**src/rtl/mips_mc_control.sv**
```systemverilog
// Multicycle main controller for the 8-bit MIPS datapath.
// A Moore FSM sequences a byte-wide 4-cycle fetch, then decode, execute, memory access and
// writeback. Memory states wait on the memready handshake when MEM_WAIT_EN is set.
//
// Ports:
//   clk, reset (async, active-low)    clock and reset
//   op, zero, memready                opcode (IR[31:26]), ALU zero flag, memory ready
//   memread, memwrite, iord           memory strobes and address select
//   irwrite                           one-hot IR byte-lane enable
//   alusrca, alusrcb, aluop           ALU operand selects and operation class
//   pcsource, pcen                    PC source select and load enable
//   regwrite, regdst, memtoreg        register file write controls
//   illegal                           unsupported opcode seen
//   state_o                           current state (debug)
module mips_mc_control #(
  parameter bit MEM_WAIT_EN    = 1'b1,
  parameter bit ILLEGAL_STICKY = 1'b1
) (
  input  logic       clk,
  input  logic       reset,
  input  logic [5:0] op,
  input  logic       zero,
  input  logic       memready,
  output logic       memread,
  output logic       memwrite,
  output logic       iord,
  output logic [3:0] irwrite,
  output logic       alusrca,
  output logic [1:0] alusrcb,
  output logic [1:0] aluop,
  output logic [1:0] pcsource,
  output logic       pcen,
  output logic       regwrite,
  output logic       regdst,
  output logic       memtoreg,
  output logic       illegal,
  output logic [3:0] state_o
);

  localparam logic [3:0] FETCH1  = 4'd0;
  localparam logic [3:0] FETCH2  = 4'd1;
  localparam logic [3:0] FETCH3  = 4'd2;
  localparam logic [3:0] FETCH4  = 4'd3;
  localparam logic [3:0] DECODE  = 4'd4;
  localparam logic [3:0] MEMADR  = 4'd5;
  localparam logic [3:0] LBRD    = 4'd6;
  localparam logic [3:0] LBWR    = 4'd7;
  localparam logic [3:0] SBWR    = 4'd8;
  localparam logic [3:0] RTYPEEX = 4'd9;
  localparam logic [3:0] RTYPEWR = 4'd10;
  localparam logic [3:0] BEQEX   = 4'd11;
  localparam logic [3:0] JEX     = 4'd12;
  localparam logic [3:0] ADDIEX  = 4'd13;
  localparam logic [3:0] ADDIWR  = 4'd14;

  localparam logic [5:0] OP_RTYPE = 6'b000000;
  localparam logic [5:0] OP_LB    = 6'b100000;
  localparam logic [5:0] OP_SB    = 6'b101000;
  localparam logic [5:0] OP_BEQ   = 6'b000100;
  localparam logic [5:0] OP_J     = 6'b000010;
  localparam logic [5:0] OP_ADDI  = 6'b001000;

  logic [3:0] state_q, state_d;
  logic       illegal_q, illegal_d;
  logic       rdy;
  logic       pcwrite, pcwritecond;

  // Gating with reset makes the in-reset outputs equal FETCH1 with rdy=0 (no IR/PC load).
  assign rdy = reset & (MEM_WAIT_EN ? memready : 1'b1);

  always_ff @(posedge clk or negedge reset) begin
    if (!reset) begin
      state_q   <= FETCH1;
      illegal_q <= 1'b0;
    end else begin
      state_q   <= state_d;
      illegal_q <= illegal_d;
    end
  end

  always_comb begin
    state_d   = state_q;
    illegal_d = illegal_q;
    case (state_q)
      FETCH1: begin
        if (rdy) begin
          state_d = FETCH2;
          if (!ILLEGAL_STICKY) illegal_d = 1'b0;
        end
      end
      FETCH2, FETCH3: if (rdy) state_d = state_q + 4'd1;
      FETCH4:         if (rdy) state_d = DECODE;
      DECODE: begin
        case (op)
          OP_LB, OP_SB: state_d = MEMADR;
          OP_RTYPE:     state_d = RTYPEEX;
          OP_BEQ:       state_d = BEQEX;
          OP_J:         state_d = JEX;
          OP_ADDI:      state_d = ADDIEX;
          default: begin
            state_d   = FETCH1;
            illegal_d = 1'b1;
          end
        endcase
      end
      MEMADR:  state_d = (op == OP_SB) ? SBWR : LBRD;
      LBRD:    if (rdy) state_d = LBWR;
      SBWR:    if (rdy) state_d = FETCH1;
      RTYPEEX: state_d = RTYPEWR;
      ADDIEX:  state_d = ADDIWR;
      default: state_d = FETCH1;  // LBWR, RTYPEWR, BEQEX, JEX, ADDIWR and encoding 15
    endcase
  end

  always_comb begin
    memread     = 1'b0;
    memwrite    = 1'b0;
    iord        = 1'b0;
    irwrite     = 4'b0000;
    alusrca     = 1'b0;
    alusrcb     = 2'b00;
    aluop       = 2'b00;
    pcsource    = 2'b00;
    pcwrite     = 1'b0;
    pcwritecond = 1'b0;
    regwrite    = 1'b0;
    regdst      = 1'b0;
    memtoreg    = 1'b0;
    case (state_q)
      FETCH1, FETCH2, FETCH3, FETCH4: begin
        memread = 1'b1;
        alusrcb = 2'b01;
        // Low two state bits select the byte lane being fetched.
        irwrite = 4'(rdy) << state_q[1:0];
        pcwrite = rdy;
      end
      DECODE: alusrcb = 2'b11;
      MEMADR, ADDIEX: begin
        alusrca = 1'b1;
        alusrcb = 2'b10;
      end
      LBRD: begin
        memread = 1'b1;
        iord    = 1'b1;
      end
      LBWR: begin
        regwrite = 1'b1;
        memtoreg = 1'b1;
      end
      SBWR: begin
        memwrite = 1'b1;
        iord     = 1'b1;
      end
      RTYPEEX: begin
        alusrca = 1'b1;
        aluop   = 2'b10;
      end
      RTYPEWR: begin
        regwrite = 1'b1;
        regdst   = 1'b1;
      end
      BEQEX: begin
        alusrca     = 1'b1;
        aluop       = 2'b01;
        pcwritecond = 1'b1;
        pcsource    = 2'b01;
      end
      JEX: begin
        pcwrite  = 1'b1;
        pcsource = 2'b10;
      end
      ADDIWR: regwrite = 1'b1;
      default: ;
    endcase
  end

  assign pcen    = pcwrite | (pcwritecond & zero);
  assign illegal = illegal_q;
  assign state_o = state_q;

endmodule
```
**config.mk**
```make
export PLATFORM = sky130hd
export DESIGN_NAME = mips_mc_control
export DESIGN_NICKNAME = d
export VERILOG_FILES = /design/src/rtl/mips_mc_control.sv
export SDC_FILE = /design/constraint.sdc
export NUM_CORES = 1
export LEC_CHECK = 0
export ABC_AREA = 0
export BUFFER_PORTS_ARGS = -buffer_cell sky130_fd_sc_hd__buf_4
export CAP_MARGIN = 15
export CORE_MARGIN = 2
export CORE_UTILIZATION = 37
export CTS_CLUSTER_SIZE = 16
export DETAILED_ROUTE_END_ITERATION = 16
export PLACE_DENSITY = 0.69
export SLEW_MARGIN = 20
export SYNTH_ARGS = -nofsm -noshare
export SYNTH_HDL_FRONTEND = slang
export SYNTH_SLANG_ARGS = --single-unit
```
**constraint.sdc**
```tcl
create_clock -name clk -period 1.55 [get_ports clk]
set_input_delay 0.0775 -clock clk [delete_from_list [all_inputs] [get_ports clk]]
set_output_delay 0.0775 -clock clk [all_outputs]
set_load 0.1 [all_outputs]
```
==> results of run 1 <==
==> cell usage after synthesis, types with 2 or more instances <==
library cell,instances
sky130_fd_sc_hd__ha_1,4
sky130_fd_sc_hd__nor2_1,13
sky130_fd_sc_hd__a31oi_1,4
sky130_fd_sc_hd__o21ai_0,4
sky130_fd_sc_hd__nand2_1,3
sky130_fd_sc_hd__inv_2,2
sky130_fd_sc_hd__inv_1,5
sky130_fd_sc_hd__dfrtp_1,5
sky130_fd_sc_hd__and3_1,6
sky130_fd_sc_hd__a21oi_1,3
sky130_fd_sc_hd__nor3_1,5
sky130_fd_sc_hd__mux2i_1,2
==> through the flow <==
stage,hold slack (ns),std cells
2_1_floorplan,-0.218,85
4_1_cts,0.202,170
3_5_place_dp,-0.118,162
3_3_place_gp,-0.120,162
==> cells by family after synthesis <==
family / after synthesis / share of synthesized area [%]
AND/OR/NAND/NOR: 39 / 36.6
AO/OA/AOI/OAI: 24 / 27.1
buffers and inverters: 10 / 6.40
adder cells (fa/ha/maj): 5 / 8.78
flip-flops: 5 / 18.3
multiplexers: 2 / 2.93
==> what timing repair did <==
action | in CTS
resized for setup | 57
hold buffers | 1
gates cloned | 0
setup endpoints to repair | 22
pin swaps | 15
endpoints found under the hold margin | 5
buffers inserted | 4
==> results.txt, run 1 <==
post-detailed-placement cell area: 0.00128 mm^2
distinct cell type count after synthesis: 41
cell taking the most area after synthesis: sky130_fd_sc_hd__dfrtp_1
pin count of the biggest net entering global routing: 12
register bit total from synthesis: 5
post-place setup slack: -0.327 ns
proportion of register bits with asynchronous set or reset after synthesis: 100%
IO Count: 33
worst-path endpoint category: top-level output
Netlist Area Pre-Place: 684 um^2
std cell rows: 15
dominant cells by area after synthesis: sky130_fd_sc_hd__dfrtp_1 (18%), sky130_fd_sc_hd__ha_1 (7.3%), sky130_fd_sc_hd__nor2_1 (7.1%)
Failed at: 5_1_grt
count of input and output buffers: 32
outcome: did not finish
clk buf depth: 2
HPWL after detailed placement: 1840 um
Mean Syn Cell Area: 8.05 um^2
Cells after Synth: 85
yosys synthesis warning count: 0
height of the die: 47.0 um
post-GRT worst EP: pcen
number of enable-type register cells in the synthesized netlist: 0
Initial Util: 39.6%
placer's final routability congestion estimate: 0.759
Top FF cell, synth: sky130_fd_sc_hd__dfrtp_1
sink count of the clock tree: 5
post-synth top area share: 18.3%
horizontal extent of the die: 47.0 um
number of buffers created by CTS: 3
sequential element share of the synthesized area: 18.3%
clock root buffer: sky130_fd_sc_hd__clkbuf_4
number of H-tree levels: 1
Run Error: [ERROR DPL-0038] Utilization greater than 100%, impossible to legalize
Post-Synthesis Net Count: 99
==> run 2, diff against run 1 <==
--- a/config.mk
+++ b/config.mk
@@ -8,11 +8,10 @@
 export ABC_AREA = 0
 export BUFFER_PORTS_ARGS = -buffer_cell sky130_fd_sc_hd__buf_4
 export CAP_MARGIN = 15
-export CORE_MARGIN = 2
-export CORE_UTILIZATION = 37
-export CTS_CLUSTER_SIZE = 16
+export CORE_AREA = 2 2 63 65
 export DETAILED_ROUTE_END_ITERATION = 16
-export PLACE_DENSITY = 0.69
+export DIE_AREA = 0 0 65 67
+export PLACE_DENSITY_LB_ADDON = 0.15
 export SLEW_MARGIN = 20
 export SYNTH_ARGS = -nofsm -noshare
 export SYNTH_HDL_FRONTEND = slang
==> constraint.sdc (replaced) <==
create_clock -name clk -period 2 [get_ports clk]
set_input_delay 0.1 -clock clk [delete_from_list [all_inputs] [get_ports clk]]
set_output_delay 0.1 -clock clk [all_outputs]
set_load 0.1 [all_outputs]
==> run 2 against run 1 <==
Compared with the run above:
- area after synthesis did not move
- synthesized cell count is the same
- the run now ends clean
==> results.txt, run 2 <==
GRT Util Overall: 11.3%
Top FF cell, synth: sky130_fd_sc_hd__dfrtp_1
Die Footprint: 0.00436 mm^2
hold violation count in the final report: 0
total inserted antenna cells: 0
slew at the pin closest to its max-slew limit: 0.366 ns
CP top delay family: flip-flops
Initial Util: 19.0% (-21 points)
cell type of the slowest stage on the worst timing path: sky130_fd_sc_hd__dfrtp_4
source of the worst register-to-register timing path: state_o[0]
highest clock frequency the design can meet: 506 MHz
horizontal extent of the die: 65 um (+38%)
1st-iter DRT viols: 45
count of fill cells added during filler insertion: 384
sink count of the clock tree: 5 (unchanged)
cell taking the most area after synthesis: sky130_fd_sc_hd__dfrtp_1
type of the setup path with the least slack: reg2out
type of the most critical hold path: in2async
crit-path max cell delay: 0.49 ns
aggregate global routing overflow: 0
number of vias per cell: 4.57
std cell rows: 22 (+7)
leading cell type by number of instances after synthesis: sky130_fd_sc_hd__nor2_1
area used by sequential logic in the layout: 138 um^2
number of buffers created by CTS: 3 (unchanged)
signed area change from the synthesized netlist to the final layout: 98.4%
residual DRC count: 0
final setup violation count: 0
Post-synth top cells: sky130_fd_sc_hd__nor2_1 (13), sky130_fd_sc_hd__and3_1 (6), sky130_fd_sc_hd__dfrtp_1 (5), sky130_fd_sc_hd__inv_1 (5), sky130_fd_sc_hd__nor3_1 (5)
routed length per placed instance: 12.7 um
area of combinational cells with multiple inputs: 657 um^2
total via count in the routed design: 828
Largest register FFs: 4
most common cell after layout, fill and taps aside: sky130_fd_sc_hd__buf_4
sequential element share of the synthesized area: 18.3% (unchanged)
initial antenna violation count: 0
number of H-tree levels: 1 (unchanged)
fraction of layout instances using a drive strength above 1: 66.2%
IO Count: 33 (unchanged)
Cells after Synth: 85 (unchanged)
pin count of the biggest net entering global routing: 12
most used cells in the layout excluding fill and tap cells: sky130_fd_sc_hd__buf_4 (40), sky130_fd_sc_hd__nor2_1 (10), sky130_fd_sc_hd__buf_12 (5), sky130_fd_sc_hd__a31oi_1 (4)
Critical Path End Type: primary output
Min Clock Period, post-route: 1.98 ns
RSZ-0062 raised after global routing: true
part of the cycle the worst path needs: 98.8%
clock-pin slew of the registers on the worst-case setup and hold paths: 0.04 ns
dominant cells by area after synthesis: sky130_fd_sc_hd__dfrtp_1 (18%), sky130_fd_sc_hd__ha_1 (7.3%), sky130_fd_sc_hd__nor2_1 (7.1%)
crit-path cells: buf_4, ha_4, nor4_4, nor4b_4, a211o_4, buf_12
wire length of the first global-routing pass: 3800 um
first drt pass iteration count: 4
proportion of register bits with asynchronous set or reset after synthesis: 100% (unchanged)
HPWL after detailed placement: 1880 um (+2.4%)
core region area: 0.00361 mm^2
register bit total from synthesis: 5 (unchanged)
Netlist Area Pre-Place: 684 um^2 (unchanged)
clock root buffer: sky130_fd_sc_hd__clkbuf_8
buffer and inverter count on the worst path: 2
clock tree from TritonCTS: yes
critical path startpoint category: flip-flop
required time of the worst setup path: 1.90 ns
relative slew slack: 75.6%
Post-Synthesis Net Count: 99 (unchanged)
post-synth top area share: 18.3% (unchanged)
startpoint of the worst setup timing path: state_o[1]
setup clock skew after layout: 0.00197 ns
number of enable-type register cells in the synthesized netlist: 0 (unchanged)
yosys synthesis warning count: 0 (unchanged)
Post-DRT Antenna Nets: 0
count of max-cap constraint violations: 0
latest clock arrival within the worst-skew pair: 0.22 ns
worst endpoint data arrival time: 1.88 ns
height of the die: 67 um (+43%)
layout net count: 148
Final Slew Violations: 0
clk buf depth: 2 (unchanged)
Routed WL: 2300 um
Mean Syn Cell Area: 8.05 um^2 (unchanged)
placer's final routability congestion estimate: 0.793 (+4.6%)
worst-path maximum fanout: 4
distinct cell type count after synthesis: 41 (unchanged)
number of global-route vias before repair: 820
outcome: completed
accumulated negative setup slack: 0 ns
count of input and output buffers: 32 (unchanged)
==> run 2: cell counts after synthesis <==
No cell type changed its count.
==> run 2: area by class of cell <==
class | count | share of cell area [%]
multi-input cells | 70 | 48.4
repair buffers | 47 | 31.1
well taps | 48 | 4.42
inverters | 7 | 2.67
flip-flops and latches | 5 | 10.1
clock buffers | 4 | 3.32
==> run 2: cells by family after synthesis <==
group / Yosys count / share of synthesized area [%]
and+or+nand+nor: 39 / 36.6
AOI/OAI and AO/OA: 24 / 27.1
buffers and inverters: 10 / 6.40
adders and majority gates: 5 / 8.78
DFF: 5 / 18.3
muxes: 2 / 2.93
==> run 2: what timing repair did <==
item | CTS | global route
gates resized for setup | 16 | 4
endpoints found under the hold margin | 5 | 0
setup endpoints to repair | 5 | 6
buffers inserted | 4 | 0
hold buffers | 1 | 0
pin swaps | 5 | 2
==> run 2: final timing paths <==
check                             end  slack (ns)  depth (start not counted)
min in group clk              illegal        0.30                          4
hold / removal             state_o[0]        0.26                          2
setup reg to reg           state_o[3]        0.14                          6
max in group asynchronous  state_o[2]        1.53                          2
hold reg to reg               illegal        0.48                          1
setup / recovery                 pcen        0.02                          6
==> run 2: metrics by stage <==
| stage | worst slack [ns] | utilization (%) | cells | hold WS (ns) | area (um^2) |
|---|---|---|---|---|---|
| floorplan | -0.308 | - | 85 | -0.196 | 840 |
| global placement | 0.0465 | 33.0 | 172 | -0.0931 | 1190 |
| detailed placement | -0.0439 | 33.0 | 172 | -0.0922 | 1190 |
| CTS | 0.0123 | 37.2 | 181 | 0.259 | 1340 |
| global route | -0.0545 | 37.6 | 181 | 0.281 | 1360 |
| finish | 0.0230 | 37.6 | 181 | 0.258 | 1360 |
==> run 2: routing by layer <==
layer | track usage (%) | routed length [um] | vias up | part of all wire (%)
met5 | 0 | 0 | - | 0
met4 | 5.59 | 24 | 0 | 1.0
met3 | 1.18 | 101 | 2 | 4.4
met2 | 19.3 | 1130 | 28 | 49
met1 | 14.0 | 1040 | 380 | 45
li1 | - | - | 418 | -
==> run 2: worst reg2reg max path, stage by stage (launching register included) <==
cell and delay, ns:
sky130_fd_sc_hd__dfrtp_4 0.51, sky130_fd_sc_hd__ha_2 0.22, sky130_fd_sc_hd__buf_4 0.15, sky130_fd_sc_hd__nor2b_1 0.13, sky130_fd_sc_hd__or3_2 0.40, sky130_fd_sc_hd__a21oi_1 0.18
sky130_fd_sc_hd__o32ai_1 0.11
Power of run 2 is left out: the tool's default activity adds up to more than one toggle a clock period on the data nets, which glitch-free logic cannot reach.
